$ cat src/rtl/ula_seq_pkg.sv
// Shared types and constants for the ULA sequencer: FSM states, opcodes and
// instruction field positions.
package ula_seq_pkg;

  localparam int INSTR_W     = 16;
  localparam int OP_LO       = 13;
  localparam int IMM_SEL_BIT = 12;
  localparam int RD_LO       = 9;
  localparam int RS_LO       = 6;
  localparam int RT_LO       = 3;
  localparam int IMM_LO      = 0;

  localparam logic [2:0] OP_AND = 3'b000;
  localparam logic [2:0] OP_OR  = 3'b001;
  localparam logic [2:0] OP_ADD = 3'b010;
  localparam logic [2:0] OP_SUB = 3'b110;
  localparam logic [2:0] OP_SLT = 3'b111;

  typedef enum logic [2:0] {
    IDLE,
    DECODE,
    EXEC,
    WB,
    HOLD
  } state_e;

  function automatic logic is_legal_op(input logic [2:0] op);
    case (op)
      OP_AND, OP_OR, OP_ADD, OP_SUB, OP_SLT: is_legal_op = 1'b1;
      default:                               is_legal_op = 1'b0;
    endcase
  endfunction

endpackage

$ cat src/rtl/ula_seq_ctrl_decode.sv
// Combinational instruction decoder: splits the fields, zero-extends the
// immediate and flags illegal opcodes.
module ula_seq_ctrl_decode
  import ula_seq_pkg::*;
#(
  parameter int DATA_W = 8,
  parameter int ADDR_W = 3,
  parameter int IMM_W  = 6
) (
  input  logic [INSTR_W-1:0] i_instr,
  output logic [2:0]         o_op,
  output logic               o_imm_sel,
  output logic [ADDR_W-1:0]  o_rd,
  output logic [ADDR_W-1:0]  o_rs,
  output logic [ADDR_W-1:0]  o_rt,
  output logic [DATA_W-1:0]  o_imm_ext,
  output logic               o_legal
);

  logic [IMM_W-1:0] w_imm;

  assign o_op      = i_instr[OP_LO +: 3];
  assign o_imm_sel = i_instr[IMM_SEL_BIT];
  assign o_rd      = i_instr[RD_LO +: ADDR_W];
  assign o_rs      = i_instr[RS_LO +: ADDR_W];
  assign o_rt      = i_instr[RT_LO +: ADDR_W];
  // The immediate overlaps rt; which one matters is chosen by imm_sel downstream.
  assign w_imm     = i_instr[IMM_LO +: IMM_W];
  assign o_imm_ext = {{(DATA_W - IMM_W){1'b0}}, w_imm};
  assign o_legal   = is_legal_op(o_op);

endmodule

$ cat src/rtl/ula_seq_ctrl.sv
// Multicycle sequencer driving the register file and ULA: IDLE -> DECODE ->
// EXEC -> WB. Optional ULA_SEQ_STEP_EN adds a step input and a HOLD state before WB.
module ula_seq_ctrl
  import ula_seq_pkg::*;
#(
  parameter int DATA_W = 8,
  parameter int ADDR_W = 3,
  parameter int IMM_W  = 6
) (
  input  logic               clk,
  input  logic               rst,
`ifdef ULA_SEQ_STEP_EN
  input  logic               step,
`endif
  input  logic               instr_valid,
  input  logic [15:0]        instr_in,
  output logic               instr_ready,
  output logic [ADDR_W-1:0]  ra1,
  output logic [ADDR_W-1:0]  ra2,
  output logic [ADDR_W-1:0]  wa3,
  output logic               we3,
  output logic [DATA_W-1:0]  wd3,
  output logic               ula_src,
  output logic [DATA_W-1:0]  imm_out,
  output logic [2:0]         ula_control,
  input  logic [DATA_W-1:0]  ula_result_in,
  input  logic               flag_z_in,
  output logic               done,
  output logic [DATA_W-1:0]  result_out,
  output logic               zero_out,
  output logic               illegal,
  output logic               busy
);

  state_e              r_state;
  state_e              w_next_state;
  logic [INSTR_W-1:0]  r_instr;
  logic [DATA_W-1:0]   r_result;
  logic                r_zero;
  logic [ADDR_W-1:0]   r_wa3;

  logic [2:0]          w_op;
  logic                w_imm_sel;
  logic [ADDR_W-1:0]   w_rd;
  logic [ADDR_W-1:0]   w_rs;
  logic [ADDR_W-1:0]   w_rt;
  logic [DATA_W-1:0]   w_imm_ext;
  logic                w_legal;

  // Decoding the held instruction register keeps the datapath controls stable
  // from DECODE until the next accepted instruction.
  ula_seq_ctrl_decode #(
    .DATA_W (DATA_W),
    .ADDR_W (ADDR_W),
    .IMM_W  (IMM_W)
  ) u_decode (
    .i_instr   (r_instr),
    .o_op      (w_op),
    .o_imm_sel (w_imm_sel),
    .o_rd      (w_rd),
    .o_rs      (w_rs),
    .o_rt      (w_rt),
    .o_imm_ext (w_imm_ext),
    .o_legal   (w_legal)
  );

  always_comb begin
    // NOTE: default assigned first so every path drives w_next_state and no latch is inferred.
    w_next_state = r_state;
    case (r_state)
      IDLE:   if (instr_valid) w_next_state = DECODE;
      DECODE: w_next_state = w_legal ? EXEC : IDLE;
`ifdef ULA_SEQ_STEP_EN
      EXEC:   w_next_state = HOLD;
      HOLD:   if (step) w_next_state = WB;
`else
      EXEC:   w_next_state = WB;
      HOLD:   w_next_state = IDLE;
`endif
      WB:     w_next_state = IDLE;
      default: w_next_state = IDLE;
    endcase
  end

  always_ff @(posedge clk or posedge rst) begin
    if (rst) begin
      r_state  <= IDLE;
      r_instr  <= '0;
      r_result <= '0;
      r_zero   <= 1'b0;
      r_wa3    <= '0;
    end else begin
      // NOTE: non-blocking assignments so every register samples pre-edge values.
      r_state <= w_next_state;
      if (r_state == IDLE && instr_valid) r_instr <= instr_in;
      if (r_state == EXEC) begin
        r_result <= ula_result_in;
        r_zero   <= flag_z_in;
      end
      if (w_next_state == WB) r_wa3 <= w_rd;
    end
  end

  assign instr_ready = (r_state == IDLE);
  assign busy        = (r_state != IDLE);
  assign illegal     = (r_state == DECODE) && !w_legal;
  assign we3         = (r_state == WB);
  assign done        = (r_state == WB);
  assign wa3         = r_wa3;
  assign wd3         = r_result;
  assign result_out  = r_result;
  assign zero_out    = r_zero;
  assign ra1         = w_rs;
  assign ra2         = w_rt;
  assign ula_src     = w_imm_sel;
  assign imm_out     = w_imm_ext;
  assign ula_control = w_op;

endmodule

$ cat config.mk
export PLATFORM = sky130hd
export DESIGN_NAME = ula_seq_ctrl
export DESIGN_NICKNAME = d
export VERILOG_FILES = /design/src/rtl/ula_seq_pkg.sv /design/src/rtl/ula_seq_ctrl_decode.sv /design/src/rtl/ula_seq_ctrl.sv
export SDC_FILE = /design/constraint.sdc
export NUM_CORES = 1
export LEC_CHECK = 0
export CORE_ASPECT_RATIO = 0.6
export CORE_UTILIZATION = 40
export CTS_CLUSTER_DIAMETER = 150
export DETAILED_ROUTE_END_ITERATION = 8
export PLACE_DENSITY_LB_ADDON = 0.2
export SLEW_MARGIN = 20
export SYNTH_ARGS = -nofsm -noshare
export SYNTH_HDL_FRONTEND = slang
export SYNTH_SLANG_ARGS = --single-unit
$ cat constraint.sdc
create_clock -name clk -period 2 [get_ports clk]
set_input_delay 0.2 -clock clk [delete_from_list [all_inputs] [get_ports clk]]
set_output_delay 0.2 -clock clk [all_outputs]
set_load 0.05 [all_outputs]
[Word level (Yosys, flattened, before mapping)]
Index checks and enable logic that the tools add are counted.
Word-level totals
  register bits: 31
  latch bits: 0
  memory bits (writable): 0
  bits in read-only memories: 0
  output and inout bits: 43
  word-level logic and storage cells: 24
  memories: 0
Operators by class
  $add $sub $neg: 0
  multipliers: 0
  div/mod/pow operators: 0
  magnitude comparators: 0
  equal/unequal tests: 8
  shift operators: 0
  mux-type cells: 4
  bitwise operators: 0
  reductions and logical operators: 7
Operators by type and width (number)
  == test 3 x 2 -> 1 bit (second input constant): 4
  one-hot mux 3 bit (3 select lines): 1
  == test 3 x 1 -> 1 bit (second input constant): 2
  == test 3 bit (second input constant): 2
  zero test 3 bit: 2
  OR reduction 5 bit: 1
  2-to-1 mux 3 bit: 1
  nonzero test 3 bit: 1
  logical AND 1 bit: 2
  2-to-1 mux 2 bit: 1
  zero test 1 bit: 1
  2-to-1 mux 1 bit: 1

[Longest topological paths before layout]
  depth in word-level cells: 6
  gate-level depth with buffers: 6
  gate-level depth less buffers: 4

[Cells and area by module]
Synthesis repeated with hierarchy kept, for this count alone.
Second synthesis, totals
  cell total of the unflattened synthesis: 108
  area total of the unflattened synthesis: 1462.7 um^2
By module, submodules not included
  ula_seq_ctrl: instances 1, cells each 84, area an instance 1286.2 um^2
  ula_seq_ctrl_decode: instances 1, cells each 24, area an instance 176.4 um^2

[Worst setup path before layout]
Ideal clock, no wire load.
  path type: register to output
  start: register r_instr[15]
  end: output illegal
  data arrival time: 2254 ps
  data required time: 1800 ps
  setup slack: -454 ps
  cell stages (with the launch flop): 4
  buffers on the path: 0
  path through: dfrtp_1 -> and3b_1 -> nor2_1 -> nor4b_1
On the way
  cells in the longest elaborated chain, start to end: 5
  elaborated cells on any way between the ends: 9
  those cells by class: eq/ne (4); mux (1); reduce/logical (4)
Ends and longest elaborated chain
  start, declared: RTL line ula_seq_ctrl.sv:37  | logic [INSTR_W-1:0] r_instr;
  start signal, assigned: RTL line ula_seq_ctrl.sv:95  | if (r_state == IDLE && instr_valid) r_instr <= instr_in;
  == test 3 x 1 -> 1 bit (tied with other cells): RTL line ula_seq_pkg.sv:28  | case (op)
  OR reduction 5 bit *: RTL line ula_seq_pkg.sv:28
  2-to-1 mux 1 bit *: RTL line ula_seq_pkg.sv:28
  zero test 1 bit *: RTL line ula_seq_ctrl.sv:106  | assign illegal = (r_state == DECODE) && !w_legal;
  logical AND 1 bit *: RTL line ula_seq_ctrl.sv:106
  end, declared: RTL line ula_seq_ctrl.sv:31  | output logic illegal,
Every way passes the cells marked *; elsewhere a longest branch is shown, timed or not.

[Worst setup path after layout]
  start: register r_state[0]
  end: output busy
On the way
  cells in the longest elaborated chain, start to end: 1
Ends and longest elaborated chain
  start, declared: RTL line ula_seq_ctrl.sv:35  | state_e r_state;
  start signal, assigned: RTL line ula_seq_ctrl.sv:94  | r_state <= w_next_state;
  nonzero test 3 bit: RTL line ula_seq_ctrl.sv:105  | assign busy = (r_state != IDLE);
  end, declared: RTL line ula_seq_ctrl.sv:32  | output logic busy
No other way between the ends.

==> flow_summary_export.csv <==
group,metric,value,unit
pwr,power_density,1520,nW/µm²
logic_synthesis,netlist_instances,104,
floorplan,initial_core_util,43.4,%
clock_network,cts_buffers,5,
clock_network,root_buffer,"clkbuf_8",
finish,register_area,776,µm²
finish,syn_to_final_growth,43.4,%
floorplan,die-area,3920,µm²
drt,vias_per_cell,4.41,
sta,setup_viol,0,
finish,multi_input_area,468,µm²
sta,skew,0.00633,ns
grt,antenna_found_initial,0,
grt,grt_usage,15.2,%
clock_network,cts_setup_buffers,0,
logic_synthesis,ys_ff_latch,31,
worst_hold_path,hp-class,"input port to asynchronous set/reset pin",
placed_design,port_buffers,68,
finish,final_core_util,62.2,%
floorplan,chipHeight,48.9,µm
logic_synthesis,ys_seq_area_share,52.9,%
finish,diodes,0,
sta,drv_slew,0,
clock_network,h-tree-depth,2,
sta,tightest_slew,0.600,ns
setup_path,end_kind,"output port",
setup_path,rr_worst_depth,4,
run_status,status,"completed",
drt,drt_iter0_markers,27,
floorplan,core_area,3380,µm²
logic_synthesis,synth_edf_count,0,
job,cap_violations,0,
grt,overflow,0,
sta,fmax,568,MHz
setup_path,cp.arrival,1.56,ns
grt,grt_pass1_wl,4.30,mm
finish,n_fill_cell,263,
sta,final_hold_viol_count,0,
logic_synthesis,syn-cell-area,1470,µm²
clock_network,clkSinkCount,31,
drt,via_count,877,
sta,max_slew_margin,59.9,%
logic_synthesis,async_flop_share,100,%
setup_path,required,1.80,ns
pwr,p_leak,0.904,nW
setup_path,worstSetupPathType,"register to output port",
finish,final_layout_size_suffix_gt1_share,31.2,%
setup_path,crit_fanout,7,
finish,nets,182,
setup_path,worstSetupStartpointType,"register",
pwr,ir_drop,1.00,mV
placed_design,gp_congestion,0.704,
logic_synthesis,synth_cell_type_count,20,
drt,ant_nets,0,
drt,wl_per_cell,13.1,µm
clock_network,clock_latency,0.27,ns
clock_network,cts_buffer_depth,2,
drt,routed_wl,2.61,mm
sta,fin_crit_sh,88.1,%
drt,drc_errors,0,
floorplan,pin_count,71,
logic_synthesis,yosysWarnings,0,
drt,drtPass1Iterations,2,
floorplan,chipWidth,80.2,µm
grt,grt_max_degree,19,
logic_synthesis,synth_ff_type,"dfrtp_1",
sta,finalCriticalPeriod,1.76,ns
grt,grt_pass1_vias,905,
sta,rsz0062_at_grt,"false",
logic_synthesis,syn_avg_cell_area,14.1,µm²
placed_design,dp_hpwl,1.94,mm
clock_network,clk_pin_slew,0.06,ns
sta,fin_setup_tns,0,ns
floorplan,rows,16,
clock_network,cts_tree,"built",
==> timing repair <==
item | in CTS | in global routing
hold buffers | 0 | 0
endpoints found under the setup margin | 1 | 0
gates resized for setup | 1 | 0
==> where the power goes <==
part | internal (mW) | switching, mW | leakage (nW)
logic | 0.653 | 1.12 | 0.487
clock network | 0.269 | 0.214 | 0.0470
registers | 0.817 | 0.124 | 0.370
==> synth_stat cells, types with 2 or more instances <==
cell,n,share of area [%]
mux2_4,10,10
buf_4,26,13
nor2_1,3,0.77
nor3_1,2,0.68
mux2_2,18,14
dfrtp_1,31,53
==> path summary, 6_finish.rpt <==
kind                            startpoint           to  slack (ns)
max in group asynchronous              rst  r_instr[10]        1.21
worst max register to register  r_state[0]  r_instr[10]        0.27
worst min register to register      wa3[1]       wa3[1]        0.51
min in group clk                    wa3[1]       wa3[1]        0.51
worst max-delay path            r_state[0]         busy        0.24
worst min-delay path                   rst   r_instr[0]        0.29
==> final cells by class <==
cell class	count	area share, %
inverters	2	0.357
well taps	45	2.68
flip-flops and latches	31	36.9
repair buffers	70	33.7
multi-input cells	44	22.2
clock buffers	6	3.92
clock inverters	1	0.238
==> metrics by stage <==
stage	total power, mW	std cells	hold WS (ns)	worst slack [ns]	area, µm²
after CTS	3.23	199	0.308	0.224	2100
final	3.20	199	0.289	0.238	2100
after floorplan	2.33	106	0.304	0.0182	1480
after global placement	2.71	192	0.484	0.273	2020
after detailed placement	2.74	192	0.494	0.249	2020
after global routing	3.34	199	0.317	0.179	2100
==> per-layer routing <==
metal,vias up,wire length (µm),GRT usage [%]
met2,41,1160,22.4
met1,412,1170,18.4
met3,6,217,6.36
li1,418,-,-
met4,0,61,9.23
met5,-,0,0
==> worst max-delay path: stages (launching register included) <==
cell and delay, ns:
dfrtp_1 0.44, or3_4 0.41, dlygate4sd2_1 0.43
==> sequential cells by signal, indices dropped and copies added, names as in the netlist <==
register,cells
r_instr,16
result_out,8
r_state,3
wa3,3
zero_out,1
==> cell families (layout without fill, tap and decap cells) <==
family | count (synthesis) | in the layout | share of synthesized area (%)
DFF | 31 | 31 | 52.9
buffers and inverters | 31 | 79 | 16.5
muxes | 28 | 28 | 24.0
AOI/OAI and AO/OA | 1 | 1 | 0.682
and+or+nand+nor | 12 | 12 | 5.63
other | 1 | 3 | 0.256
==> layout by cell type, fill, tap and decap left out <==
cell | netlist | final
nor2_1 | 3 | 3
and3b_1 | 1 | 1
nor3b_2 | 0 | 1
clkdlybuf4s50_1 | 0 | 63
nor2b_1 | 1 | 1
buf_12 | 1 | 2
conb_1 | 1 | 3
inv_1 | 1 | 1
dlygate4sd2_1 | 0 | 1
o31a_2 | 1 | 1
or3_4 | 1 | 1
mux2_4 | 10 | 10
nor4b_2 | 0 | 1
and3b_2 | 1 | 1
clkbuf_8 | 0 | 6
and2_4 | 1 | 1
dfrtp_1 | 31 | 31
inv_2 | 1 | 1
mux2_2 | 18 | 18
buf_4 | 26 | 4
clkinv_2 | 0 | 1
nor3_1 | 2 | 2
Power figures use the tool's default switching activity.
